### src/rtl/uart_receiver_if.sv
// uart_receiver_if: groups the baud tick, serial line and received-word
// outputs of the UART receiver.
//   baud_i       - 1-cycle oversample tick (driven by master)
//   rx_i         - serial line, idles high (driven by master)
//   data_o       - last received word (driven by slave)
//   rx_done_o    - 1-cycle pulse, data/error outputs valid (slave)
//   frame_err_o  - stop bit sampled low (slave)
//   parity_err_o - parity mismatch (slave)
//   busy_o       - receiver not idle (slave)
interface uart_receiver_if #(
  parameter int WORD_BITS = 8
);
  logic                 baud_i;
  logic                 rx_i;
  logic [WORD_BITS-1:0] data_o;
  logic                 rx_done_o;
  logic                 frame_err_o;
  logic                 parity_err_o;
  logic                 busy_o;

  modport slave (
    input  baud_i, rx_i,
    output data_o, rx_done_o, frame_err_o, parity_err_o, busy_o
  );

  modport master (
    output baud_i, rx_i,
    input  data_o, rx_done_o, frame_err_o, parity_err_o, busy_o
  );
endinterface

### src/rtl/uart_receiver.sv
// uart_receiver: oversampling serial-to-parallel UART receiver.
// Samples each bit at mid-bit, assembles an LSB-first word and pulses
// rx_done_o with the word plus framing/parity status.
//   clk_i    - clock
//   reset_ni - asynchronous active-low reset
//   bus      - uart_receiver_if.slave (baud tick, rx line, word outputs)
module uart_receiver #(
  parameter int WORD_BITS  = 8,
  parameter int OVERSAMPLE = 16,
  parameter int STOP_TICKS = 16,
  parameter int PARITY     = 0   // 0 none, 1 odd, 2 even
) (
  input  logic            clk_i,
  input  logic            reset_ni,
  uart_receiver_if.slave  bus
);

  localparam int TMAX = (OVERSAMPLE > STOP_TICKS) ? OVERSAMPLE : STOP_TICKS;
  localparam int TW   = $clog2(TMAX);
  localparam int NW   = $clog2(WORD_BITS);

  localparam logic [TW-1:0] T_MID  = TW'(OVERSAMPLE/2 - 1);
  localparam logic [TW-1:0] T_BIT  = TW'(OVERSAMPLE - 1);
  localparam logic [TW-1:0] T_STOP = TW'(STOP_TICKS - 1);
  localparam logic [NW-1:0] N_LAST = NW'(WORD_BITS - 1);

  typedef enum logic [2:0] {S_IDLE, S_START, S_DATA, S_PAR, S_STOP} state_e;

  state_e               state_q, state_d;
  logic [1:0]           sync_q;
  logic                 rx_s;
  logic [TW-1:0]        tick_q, tick_d;
  logic [NW-1:0]        nbits_q, nbits_d;
  logic [WORD_BITS-1:0] word_q, word_d;
  logic [WORD_BITS-1:0] data_q, data_d;
  logic                 armed_q, armed_d;
  logic                 perr_q, perr_d;     // parity result of the frame in flight
  logic                 done_q, done_d;
  logic                 ferr_q, ferr_d;
  logic                 perr_o_q, perr_o_d; // parity result published with done

  assign rx_s = sync_q[1];

  // State register
  always_ff @(posedge clk_i or negedge reset_ni) begin
    if (!reset_ni) begin
      state_q  <= S_IDLE;
      sync_q   <= 2'b11;
      tick_q   <= '0;
      nbits_q  <= '0;
      word_q   <= '0;
      data_q   <= '0;
      armed_q  <= 1'b0;
      perr_q   <= 1'b0;
      done_q   <= 1'b0;
      ferr_q   <= 1'b0;
      perr_o_q <= 1'b0;
    end else begin
      state_q  <= state_d;
      sync_q   <= {sync_q[0], bus.rx_i};
      tick_q   <= tick_d;
      nbits_q  <= nbits_d;
      word_q   <= word_d;
      data_q   <= data_d;
      armed_q  <= armed_d;
      perr_q   <= perr_d;
      done_q   <= done_d;
      ferr_q   <= ferr_d;
      perr_o_q <= perr_o_d;
    end
  end

  // Next-state logic
  always_comb begin
    state_d  = state_q;
    tick_d   = tick_q;
    nbits_d  = nbits_q;
    word_d   = word_q;
    data_d   = data_q;
    armed_d  = armed_q;
    perr_d   = perr_q;
    done_d   = 1'b0;
    ferr_d   = ferr_q;
    perr_o_d = perr_o_q;
    case (state_q)
      // baud_i is ignored here so an edge coinciding with a tick is still taken.
      // armed blocks a line stuck low (break / failed stop) from retriggering.
      S_IDLE: begin
        if (armed_q && !rx_s) begin
          state_d = S_START;
          tick_d  = '0;
          armed_d = 1'b0;
        end else if (rx_s) begin
          armed_d = 1'b1;
        end
      end
      S_START: if (bus.baud_i) begin
        if (tick_q == T_MID) begin
          if (!rx_s) begin
            state_d = S_DATA;
            tick_d  = '0;
            nbits_d = '0;
          end else begin
            state_d = S_IDLE;   // glitch: start bit gone by mid-bit
          end
        end else begin
          tick_d = tick_q + 1'b1;
        end
      end
      S_DATA: if (bus.baud_i) begin
        if (tick_q == T_BIT) begin
          word_d = {rx_s, word_q[WORD_BITS-1:1]};
          tick_d = '0;
          if (nbits_q == N_LAST) state_d = (PARITY != 0) ? S_PAR : S_STOP;
          else                   nbits_d = nbits_q + 1'b1;
        end else begin
          tick_d = tick_q + 1'b1;
        end
      end
      S_PAR: if (bus.baud_i) begin
        if (tick_q == T_BIT) begin
          tick_d  = '0;
          state_d = S_STOP;
          perr_d  = (PARITY == 2) ? (^word_q ^ rx_s) : ~(^word_q ^ rx_s);
        end else begin
          tick_d = tick_q + 1'b1;
        end
      end
      S_STOP: if (bus.baud_i) begin
        if (tick_q == T_STOP) begin
          data_d   = word_q;
          ferr_d   = ~rx_s;
          perr_o_d = (PARITY != 0) ? perr_q : 1'b0;
          done_d   = 1'b1;
          state_d  = S_IDLE;
        end else begin
          tick_d = tick_q + 1'b1;
        end
      end
      default: state_d = S_IDLE;
    endcase
  end

  // Outputs
  always_comb begin
    bus.data_o       = data_q;
    bus.rx_done_o    = done_q;
    bus.frame_err_o  = ferr_q;
    bus.parity_err_o = perr_o_q;
    bus.busy_o       = (state_q != S_IDLE);
  end

endmodule
### src/flat_wrapper.sv
// flat-port wrapper written by rule: the top's interface ports become plain ports
module uart_receiver_flat 
#(
  parameter int WORD_BITS  = 8,
  parameter int OVERSAMPLE = 16,
  parameter int STOP_TICKS = 16,
  parameter int PARITY     = 0                           
)
  (clk_i, reset_ni, bus_baud_i, bus_rx_i, bus_data_o, bus_rx_done_o, bus_frame_err_o, bus_parity_err_o, bus_busy_o);
  uart_receiver_if #(.WORD_BITS(WORD_BITS)) bus_i ();
  input  logic clk_i;
  input  logic reset_ni;
  input wire logic [$bits(bus_i.baud_i)-1:0] bus_baud_i;
  input wire logic [$bits(bus_i.rx_i)-1:0] bus_rx_i;
  output wire logic [$bits(bus_i.data_o)-1:0] bus_data_o;
  output wire logic [$bits(bus_i.rx_done_o)-1:0] bus_rx_done_o;
  output wire logic [$bits(bus_i.frame_err_o)-1:0] bus_frame_err_o;
  output wire logic [$bits(bus_i.parity_err_o)-1:0] bus_parity_err_o;
  output wire logic [$bits(bus_i.busy_o)-1:0] bus_busy_o;
  assign bus_i.baud_i = bus_baud_i;
  assign bus_i.rx_i = bus_rx_i;
  assign bus_data_o = bus_i.data_o;
  assign bus_rx_done_o = bus_i.rx_done_o;
  assign bus_frame_err_o = bus_i.frame_err_o;
  assign bus_parity_err_o = bus_i.parity_err_o;
  assign bus_busy_o = bus_i.busy_o;
  uart_receiver #(.WORD_BITS(WORD_BITS), .OVERSAMPLE(OVERSAMPLE), .STOP_TICKS(STOP_TICKS), .PARITY(PARITY)) u_core (.clk_i(clk_i), .reset_ni(reset_ni), .bus(bus_i));
endmodule
### config.mk
export PLATFORM = sky130hd
export DESIGN_NAME = uart_receiver_flat
export DESIGN_NICKNAME = d
export VERILOG_FILES = /design/src/rtl/uart_receiver_if.sv /design/src/rtl/uart_receiver.sv /design/src/flat_wrapper.sv
export SDC_FILE = /design/constraint.sdc
export NUM_CORES = 1
export LEC_CHECK = 0
export BUFFER_PORTS_ARGS = -buffer_cell sky130_fd_sc_hd__buf_2
export CAP_MARGIN = 20
export CORE_UTILIZATION = 61
export DETAILED_ROUTE_END_ITERATION = 10
export PLACE_DENSITY = 0.84
export SYNTH_ARGS = -nofsm -noshare
export SYNTH_HDL_FRONTEND = slang
export SYNTH_SLANG_ARGS = --single-unit
### constraint.sdc
create_clock -name clk_i -period 4.38 [get_ports clk_i]
set_clock_uncertainty 0.1 [all_clocks]
set_input_delay 0.876 -clock clk_i [delete_from_list [all_inputs] [get_ports clk_i]]
set_output_delay 0.876 -clock clk_i [all_outputs]
set_load 0.01 [all_outputs]
==> results of run 1 <==
cells in the mapped netlist (2+ instances only):
master,count,area share
sky130_fd_sc_hd__nand2_1,5,0.013
sky130_fd_sc_hd__and3_1,2,0.0086
sky130_fd_sc_hd__mux2i_1,2,0.014
sky130_fd_sc_hd__nand3b_1,2,0.010
sky130_fd_sc_hd__nor3b_1,2,0.010
sky130_fd_sc_hd__mux2_1,21,0.16
sky130_fd_sc_hd__inv_1,4,0.010
sky130_fd_sc_hd__buf_2,3,0.010
sky130_fd_sc_hd__nor2b_1,3,0.013
sky130_fd_sc_hd__a21oi_4,2,0.022
sky130_fd_sc_hd__dfrtp_1,29,0.50
sky130_fd_sc_hd__ha_1,3,0.026
sky130_fd_sc_hd__nor2_1,5,0.013
sky130_fd_sc_hd__dfstp_2,2,0.036
sky130_fd_sc_hd__o21ai_0,2,0.0069
sky130_fd_sc_hd__nand4_1,2,0.0086
metal layers:
layer | part of all wire | wire length [µm] | up-vias | track usage
met3 | 0.039 | 96 | 5 | 0.0625
li1 | - | - | 442 | -
met2 | 0.52 | 1280 | 18 | 0.380
met5 | 0 | 0 | - | 0
met1 | 0.43 | 1050 | 477 | 0.288
met4 | 0.013 | 33 | 0 | 0.0694
report_power, final:
| part | leakage (nW) | internal (mW) | switching [mW] | total (mW) |
|---|---|---|---|---|
| registers | 0.406 | 0.329 | 0.0589 | 0.388 |
| clock network | 0.0386 | 0.0944 | 0.0939 | 0.188 |
| logic | 0.355 | 0.0920 | 0.100 | 0.192 |
flip-flops by register name (all words and copies together) (netlist names):
signal                  count
u_core.armed_q              1
u_core.bus.data_o           8
u_core.bus.frame_err_o      1
u_core.bus.rx_done_o        1
u_core.nbits_q              3
u_core.state_q              3
u_core.sync_q               2
u_core.tick_q               4
u_core.word_q               8
stage by stage:
stage                     setup WS [ps]  hold slack [ps]  utilization
after floorplan                    2260              245            -
after global placement             1770              246        0.683
after detailed placement           1680              250        0.683
after CTS                          1890              263        0.714
after global routing               1830              267        0.714
final                              1900              261        0.714
cells by family (layout without fill, tap and decap cells):
family | after synthesis | in the layout | synth area share
fa+ha+maj | 3 | 3 | 0.0258
compound gates | 15 | 15 | 0.0904
mux | 23 | 23 | 0.176
buf+inv | 9 | 26 | 0.0336
simple gates | 31 | 31 | 0.136
flops | 31 | 31 | 0.535
other cells | 1 | 1 | 0.00258
final timing paths:
path | slack (ps) | to | cells past startpoint | from
hold / removal | 260 | u_core.sync_q[1] | 0 | u_core.sync_q[0]
hold reg to reg | 260 | u_core.sync_q[1] | 0 | u_core.sync_q[0]
min in group asynchronous | 470 | u_core.state_q[1] | 1 | reset_ni
setup reg to reg | 1990 | u_core.bus.data_o[6] | 3 | u_core.state_q[0]
max in group asynchronous | 3270 | u_core.word_q[6] | 1 | reset_ni
setup / recovery | 1900 | bus_busy_o | 2 | u_core.state_q[0]
critical path, cell delays in order, from the launching register on:
cell,delay [ps]
sky130_fd_sc_hd__dfrtp_1,550
sky130_fd_sc_hd__or3_1,470
sky130_fd_sc_hd__buf_2,170
final cells by class:
type | instances | area [µm²] | area share
inverters | 4 | 15.0 | 0.00942
well taps | 28 | 35.0 | 0.0220
repair buffers | 14 | 70.1 | 0.0440
flip-flops and latches | 31 | 778 | 0.488
multi-input cells | 73 | 627 | 0.393
clock buffers | 8 | 68.8 | 0.0432
==> flow_summary.json, run 1 <==
{
  "postSynth.asyncResetShare": 1.00,
  "maxCapViolations": 0,
  "port_buffers": 14,
  "synthDistinctLibCells": 40,
  "initial_utilization": 0.651,
  "synth_cells": 113,
  "post_cts_resized": 0,
  "worst-setup-path-type": "flop to output port",
  "synth_enable_flop_cells": 0,
  "cts_num_sinks": 31,
  "hpwl_um": 1670,
  "viasPerCell": 5.96,
  "power_leakage_nw": 0.800,
  "coreArea_mm2": 0.00223,
  "die_area_mm2": 0.00258,
  "synth.avg_cell_area_um2": 12.9,
  "die_h_um": 50.8,
  "ys.flop_type": "sky130_fd_sc_hd__dfrtp_1",
  "sum_of_routed_wire_length_over_all_layers_um": 2460,
  "grtUsageTotal": 0.227,
  "final_max_slew_viol_count": 0,
  "rsz0062_at_grt": "no",
  "grt_pass1_vias": 915,
  "finalNetCount": 136,
  "grt_start_max_net_pins": 32,
  "grt.overflow.total": 0,
  "chipWidth_um": 50.8,
  "numCtsBuffers": 5,
  "min_path_type": "flop to flop",
  "placedCellCount": 150,
  "worstPathMaxFanout": 13,
  "ctsHtreeMaxLevel": 2,
  "critical_path_endpoint_category": "output port",
  "worstPathArrival_ps": 1510,
  "number_of_setup_buffers_added_after_cts": 0,
  "min_period_ps": 2480,
  "vdd_drop_max_mv": 0.328,
  "timing_hold_violations_final": 0,
  "layout_commonest_cell": "sky130_fd_sc_hd__dfrtp_1",
  "synth.net_count": 120,
  "rows": 17,
  "detail_route.first_pass.iterations": 4,
  "antennaDiodeCount": 0,
  "final_cell_mix": "sky130_fd_sc_hd__dfrtp_1 (29), sky130_fd_sc_hd__mux2_1 (21), sky130_fd_sc_hd__buf_2 (14)",
  "floorplan.io_pins": 16,
  "synth.yosys.warnings": 0,
  "routed-via-count": 942,
  "cts_max_path_buffers": 2,
  "gp_congestion": 0.839,
  "layout_worst_path_cycle_share": 0.567,
  "status": "completed",
  "initial_antenna_violation_count": 0,
  "post_route_cells_drive_above_1_share": 0.223,
  "grt_pass1_wl_um": 4200,
  "stdcell_area_mm2": 0.00159,
  "mappedNetlistArea_mm2": 0.00145,
  "share_of_synthesized_area_occupied_by_flip_flops_and_latches": 0.535,
  "cts_tree": "done",
  "cts-hold-fix-buffers": 0,
  "tightest_slew_ps": 847,
  "detailed_place.area_mm2": 0.00153,
  "drt-wirelength-per-cell_um": 15.5,
  "crit_path_start_kind": "flop",
  "clkLatencyLatePin_ps": 330,
  "power.density_cell_area_mw_per_mm2": 482,
  "drt_iter0_drc": 18,
  "post-route-drc-count": 0,
  "cts.root.buffer_cell": "sky130_fd_sc_hd__clkbuf_4",
  "max_freq_mhz": 403,
  "setup_viol_count_final": 0,
  "power.total_mw": 0.769,
  "yosys_register_bits": 31,
  "clkSlewWorstSetupHoldPaths_ps": 100,
  "slew_headroom": 0.434,
  "area_delta_synth_final_pct": 9.64,
  "ant_nets": 0,
  "fillerInstances": 181,
  "layout_cells_excl_fill": 158,
  "totalNegativeSetupSlack_ps": 0,
  "required_ps": 3400
}
(Power assumes the default switching activity.)
==> inputs of run 2 (changes only) <==
--- a/config.mk
+++ b/config.mk
@@ -5,11 +5,13 @@
 export SDC_FILE = /design/constraint.sdc
 export NUM_CORES = 1
 export LEC_CHECK = 0
+export ABC_AREA = 1
 export BUFFER_PORTS_ARGS = -buffer_cell sky130_fd_sc_hd__buf_2
 export CAP_MARGIN = 20
-export CORE_UTILIZATION = 61
+export CORE_ASPECT_RATIO = 2
+export CORE_UTILIZATION = 57
 export DETAILED_ROUTE_END_ITERATION = 10
-export PLACE_DENSITY = 0.84
+export PLACE_DENSITY = 0.79
 export SYNTH_ARGS = -nofsm -noshare
 export SYNTH_HDL_FRONTEND = slang
 export SYNTH_SLANG_ARGS = --single-unit
==> constraint.sdc (replaced) <==
create_clock -name clk_i -period 2.5 [get_ports clk_i]
set_clock_uncertainty 0.1 [all_clocks]
set_input_delay 0.5 -clock clk_i [delete_from_list [all_inputs] [get_ports clk_i]]
set_output_delay 0.5 -clock clk_i [all_outputs]
set_load 0.01 [all_outputs]
==> flow_summary.json, run 2 <==
{
  "synth.yosys.warnings": 0,
  "placedCellCount": 216,
  "hpwl_um": 2290,
  "post-route-drc-count": 0,
  "die_h_um": 75.9,
  "rows": 26,
  "area_delta_synth_final_pct": 11.3,
  "ctsHtreeMaxLevel": 2,
  "port_buffers": 14,
  "clkSlewWorstSetupHoldPaths_ps": 70,
  "post_route_cells_drive_above_1_share": 0.265,
  "reg2reg_setup_slack_ps": 810,
  "layout_commonest_cell": "sky130_fd_sc_hd__nand2_1",
  "final_cell_mix": "sky130_fd_sc_hd__nand2_1 (53), sky130_fd_sc_hd__dfrtp_1 (29), sky130_fd_sc_hd__inv_1 (16)",
  "mappedNetlistArea_mm2": 0.00156,
  "number_of_setup_buffers_added_after_cts": 0,
  "max_freq_mhz": 509,
  "min_path_type": "input port to asynchronous set/reset pin",
  "numCtsBuffers": 5,
  "power.total_mw": 1.63,
  "synth_top_cells_by_count": "sky130_fd_sc_hd__nand2_1 (53), sky130_fd_sc_hd__dfrtp_1 (29), sky130_fd_sc_hd__inv_1 (16)",
  "worstPathArrival_ps": 1360,
  "yosysTopAreaCell": "sky130_fd_sc_hd__dfrtp_1",
  "cts-hold-fix-buffers": 0,
  "rsz0062_at_grt": "no",
  "postSynth.asyncResetShare": 1.00,
  "cts.root.buffer_cell": "sky130_fd_sc_hd__clkbuf_8",
  "synth_enable_flop_cells": 0,
  "grt_pass1_wl_um": 5320,
  "synth.avg_cell_area_um2": 8.79,
  "clkLatencyLatePin_ps": 290,
  "cts_num_sinks": 31,
  "min_period_ps": 1960,
  "crit_path_start_kind": "flop",
  "final_max_slew_viol_count": 0,
  "sum_of_routed_wire_length_over_all_layers_um": 3180,
  "worstPathMaxFanout": 7,
  "drt-wirelength-per-cell_um": 14.2,
  "synthMostInstantiatedCell": "sky130_fd_sc_hd__nand2_1",
  "synthDistinctLibCells": 26,
  "vdd_drop_max_mv": 0.703,
  "yosys_register_bits": 31,
  "ys.flop_type": "sky130_fd_sc_hd__dfrtp_1",
  "layout_worst_path_cycle_share": 0.786,
  "cts_tree": "done",
  "critical_path_endpoint_category": "output port",
  "power_leakage_nw": 0.868,
  "drt_iter0_drc": 43,
  "totalNegativeSetupSlack_ps": 0,
  "slew_headroom": 0.542,
  "share_of_synthesized_area_occupied_by_flip_flops_and_latches": 0.500,
  "antennaDiodeCount": 0,
  "tightest_slew_ps": 687,
  "layout_cells_excl_fill": 224,
  "grtUsageTotal": 0.258,
  "worst-setup-path-type": "flop to output port",
  "cts_max_path_buffers": 2,
  "initial_utilization": 0.606,
  "coreArea_mm2": 0.00257,
  "required_ps": 1900,
  "gp_congestion": 0.807,
  "power.density_cell_area_mw_per_mm2": 944,
  "yosysTopAreaCellShare": 0.466,
  "routed-via-count": 1239,
  "pre_cts_setup_slack_ps": 829,
  "viasPerCell": 5.53,
  "status": "completed",
  "grt_start_max_net_pins": 32,
  "setup_ws_ps": 536,
  "detail_route.first_pass.iterations": 4,
  "synth.net_count": 184,
  "maxCapViolations": 0,
  "initial_antenna_violation_count": 0,
  "timing_hold_violations_final": 0,
  "synthTopCellsByArea": "sky130_fd_sc_hd__dfrtp_1 (47%), sky130_fd_sc_hd__nand2_1 (13%), sky130_fd_sc_hd__o21ai_2 (4.5%), sky130_fd_sc_hd__o21ai_1 (3.9%), sky130_fd_sc_hd__inv_1 (3.9%)",
  "setup_viol_count_final": 0,
  "floorplan.io_pins": 16,
  "chipWidth_um": 39.0,
  "finalNetCount": 202,
  "ant_nets": 0,
  "grt_pass1_vias": 1210,
  "post_cts_resized": 0,
  "die_area_mm2": 0.00296,
  "grt.overflow.total": 0,
  "synth_cells": 177
}
[run 2: changes by cell type in the layout (fill, tap and decap cells not counted), moves of 5 or more]
cell / change
sky130_fd_sc_hd__nand2_1: +48
sky130_fd_sc_hd__mux2_1: -21
sky130_fd_sc_hd__inv_1: +12
sky130_fd_sc_hd__o21ai_1: +11
sky130_fd_sc_hd__nand3_1: +10
sky130_fd_sc_hd__o21ai_2: +7
sky130_fd_sc_hd__nand2_2: +6
sky130_fd_sc_hd__clkbuf_4: -5
sky130_fd_sc_hd__clkbuf_8: +5
[run 2: path summary, 6_finish.rpt]
check                                  start              endpoint  depth (start not counted)
max                        u_core.state_q[0]            bus_busy_o                          5
min                                 reset_ni      u_core.tick_q[2]                          1
max reg2reg                 u_core.tick_q[0]  u_core.bus.data_o[3]                          8
min reg2reg                 u_core.sync_q[0]      u_core.sync_q[1]                          0
max in group asynchronous           reset_ni     u_core.nbits_q[2]                          1
min in group clk_i                  bus_rx_i      u_core.sync_q[0]                          1
[run 2: cells by family (layout without fill, tap and decap cells)]
family	count (synthesis)	in the layout	synth area share
flops	31	31	0.500
fa+ha+maj	3	3	0.0241
xor+xnor	1	1	0.00563
compound gates	24	24	0.100
other cells	1	1	0.00241
simple gates	94	94	0.300
buf+inv	23	42	0.0675
[run 2: critical path, stage by stage (launching register included)]
cell	delay (ps)
sky130_fd_sc_hd__dfrtp_1	510
sky130_fd_sc_hd__nor2_4	190
sky130_fd_sc_hd__inv_1	50
sky130_fd_sc_hd__nor2_1	110
sky130_fd_sc_hd__inv_1	80
sky130_fd_sc_hd__buf_2	140
[run 2: through the flow]
step,utilization,area (µm²),hold WS [ps]
floorplan,-,1560,104
global placement,0.635,1630,247
detailed placement,0.635,1630,248
CTS,0.674,1730,165
global route,0.674,1730,206
finish,0.674,1730,142
[run 2: layer usage]
metal	track usage	wire [µm]	vias to the layer above
met5	0	0	-
met4	0.124	90	0
met3	0.0614	112	8
met2	0.433	1850	35
met1	0.284	1130	598
li1	-	-	598
[run 2: area by class of cell]
| type | instances | area, µm² |
|---|---|---|
| repair buffers | 14 | 70.1 |
| fillers | 208 | 838 |
| inverters | 20 | 75.1 |
| clock buffers | 8 | 100 |
| multi-input cells | 123 | 673 |
| flip-flops and latches | 31 | 778 |
| well taps | 28 | 35.0 |
[run 2: report_power, final]
group	total [mW]	switching, mW	internal, mW
clock network	0.433	0.182	0.251
logic	0.566	0.388	0.178
registers	0.635	0.0786	0.557
total	1.63	0.648	0.986
==> inputs of run 3 (changes only) <==
--- a/config.mk
+++ b/config.mk
@@ -9,9 +9,9 @@
 export BUFFER_PORTS_ARGS = -buffer_cell sky130_fd_sc_hd__buf_2
 export CAP_MARGIN = 20
 export CORE_ASPECT_RATIO = 2
-export CORE_UTILIZATION = 57
+export CORE_UTILIZATION = 52
 export DETAILED_ROUTE_END_ITERATION = 10
-export PLACE_DENSITY = 0.79
+export PLACE_DENSITY = 0.76
 export SYNTH_ARGS = -nofsm -noshare
 export SYNTH_HDL_FRONTEND = slang
 export SYNTH_SLANG_ARGS = --single-unit
==> constraint.sdc (replaced) <==
create_clock -name clk_i -period 1.8 [get_ports clk_i]
set_clock_uncertainty 0.1 [all_clocks]
set_input_delay 0.36 -clock clk_i [delete_from_list [all_inputs] [get_ports clk_i]]
set_output_delay 0.36 -clock clk_i [all_outputs]
set_load 0.01 [all_outputs]
==> flow_summary.json, run 3 (synthesis gave the netlist of run 2 again) <==
{
  "die_area_mm2": 0.00323,
  "critical_path_endpoint_category": "output port",
  "final_max_slew_viol_count": 0,
  "rows": 27,
  "drt-wirelength-per-cell_um": 13.5,
  "sum_of_routed_wire_length_over_all_layers_um": 3060,
  "ant_nets": 0,
  "min_period_ps": 1730,
  "final_cell_mix": "sky130_fd_sc_hd__nand2_1 (53), sky130_fd_sc_hd__dfrtp_1 (27), sky130_fd_sc_hd__inv_1 (16)",
  "power_leakage_nw": 0.877,
  "slew_headroom": 0.556,
  "die_h_um": 79.4,
  "cts_tree": "done",
  "critical_path.slowest_cell": "sky130_fd_sc_hd__dfrtp_2",
  "drt_iter0_drc": 27,
  "grt_pass1_wl_um": 5000,
  "worst-setup-path-type": "flop to output port",
  "critical_path_start": "u_core.state_q[1]",
  "grtUsageTotal": 0.228,
  "r2r_start": "u_core.tick_q[0]",
  "clkSlewWorstSetupHoldPaths_ps": 60,
  "viasPerCell": 5.43,
  "cp_top_family": "flip-flops",
  "setup_viol_count_final": 0,
  "cts.root.buffer_cell": "sky130_fd_sc_hd__clkbuf_8",
  "power.density_cell_area_mw_per_mm2": 1330,
  "fillerInstances": 241,
  "min_path_type": "input port to asynchronous set/reset pin",
  "layout_worst_path_cycle_share": 0.959,
  "timing_hold_violations_final": 0,
  "buf_inv_on_cp": 3,
  "grt.overflow.total": 0,
  "crit_path_start_kind": "flop",
  "vdd_drop_max_mv": 0.759,
  "coreArea_mm2": 0.00280,
  "initial_utilization": 0.555,
  "numCtsBuffers": 5,
  "totalNegativeSetupSlack_ps": 0,
  "rsz0062_at_grt": "no",
  "clkLatencyLatePin_ps": 290,
  "chipWidth_um": 40.7,
  "floorplan.io_pins": 16,
  "grt_start_max_net_pins": 32,
  "max_freq_mhz": 579,
  "antennaDiodeCount": 0,
  "gp_congestion": 0.726,
  "post-route-drc-count": 0,
  "cts_num_sinks": 31,
  "post_route_cells_drive_above_1_share": 0.293,
  "timing.critical_path.cells": "nor2_4 -> inv_1 -> nor2_4 -> inv_1 -> buf_2",
  "hpwl_um": 2310,
  "ctsHtreeMaxLevel": 2,
  "status": "completed",
  "port_buffers": 14,
  "cts_max_path_buffers": 2,
  "grt_pass1_vias": 1230,
  "finalNetCount": 204,
  "routed-via-count": 1232,
  "required_ps": 1340,
  "worstPathMaxFanout": 5,
  "cts-hold-fix-buffers": 0,
  "tightest_slew_ps": 666,
  "area_delta_synth_final_pct": 13.3,
  "maxCapViolations": 0,
  "power.total_mw": 2.34,
  "layout_commonest_cell": "sky130_fd_sc_hd__nand2_1",
  "initial_antenna_violation_count": 0,
  "worstPathArrival_ps": 1270,
  "cp_slowest_stage_delay_ps": 460,
  "detail_route.first_pass.iterations": 4
}
==> run 3: layout make-up <==
class / count / area, µm² / area share
flip-flops and latches: 31 / 781 / 0.443
clock buffers: 7 / 96.3 / 0.0546
repair buffers: 16 / 85.1 / 0.0482
well taps: 29 / 36.3 / 0.0206
multi-input cells: 123 / 681 / 0.386
inverters: 20 / 77.6 / 0.0440
clock inverters: 1 / 7.51 / 0.00426
==> run 3: stage by stage <==
stage / cells / util / instance area [µm²] / setup slack, ps / hold slack (ps)
2_1_floorplan: 177 / - / 1560 / 278 / -35.6
3_5_place_dp: 217 / 0.582 / 1630 / 135 / 251
3_3_place_gp: 217 / 0.582 / 1630 / 194 / 250
6_report: 227 / 0.629 / 1760 / 74.0 / 1.80
4_1_cts: 226 / 0.624 / 1750 / 22.7 / 27.4
5_1_grt: 227 / 0.629 / 1760 / 4.44 / 54.2
==> run 3: layer usage <==
layer / wire [µm] / vias up / GRT usage
li1: - / 600 / -
met1: 1150 / 601 / 0.214
met2: 1700 / 21 / 0.398
met3: 97 / 10 / 0.0669
met4: 111 / 0 / 0.123
met5: 0 / - / 0
==> run 3: where the power goes <==
group          total (mW)  internal [mW]  leakage (nW)  switching (mW)
Clock               0.609          0.347        0.0505           0.262
Combinational       0.867          0.281         0.409           0.586
Sequential          0.865          0.777         0.417          0.0877
==> run 3: what timing repair did <==
action	CTS	global route
endpoints found under the setup margin	1	6
setup buffers	1	1
pin swaps	0	1
resized for setup	3	3
==> run 3: final timing paths <==
kind                       slack, ps           endpoint  cells past startpoint
max reg2reg                      110  u_core.state_q[2]                      8
max                               70         bus_busy_o                      5
min reg2reg                      260   u_core.sync_q[1]                      0
min in group clk_i                70   u_core.sync_q[0]                      1
min                                2     u_core.armed_q                      1
max in group asynchronous       1140  u_core.state_q[1]                      1
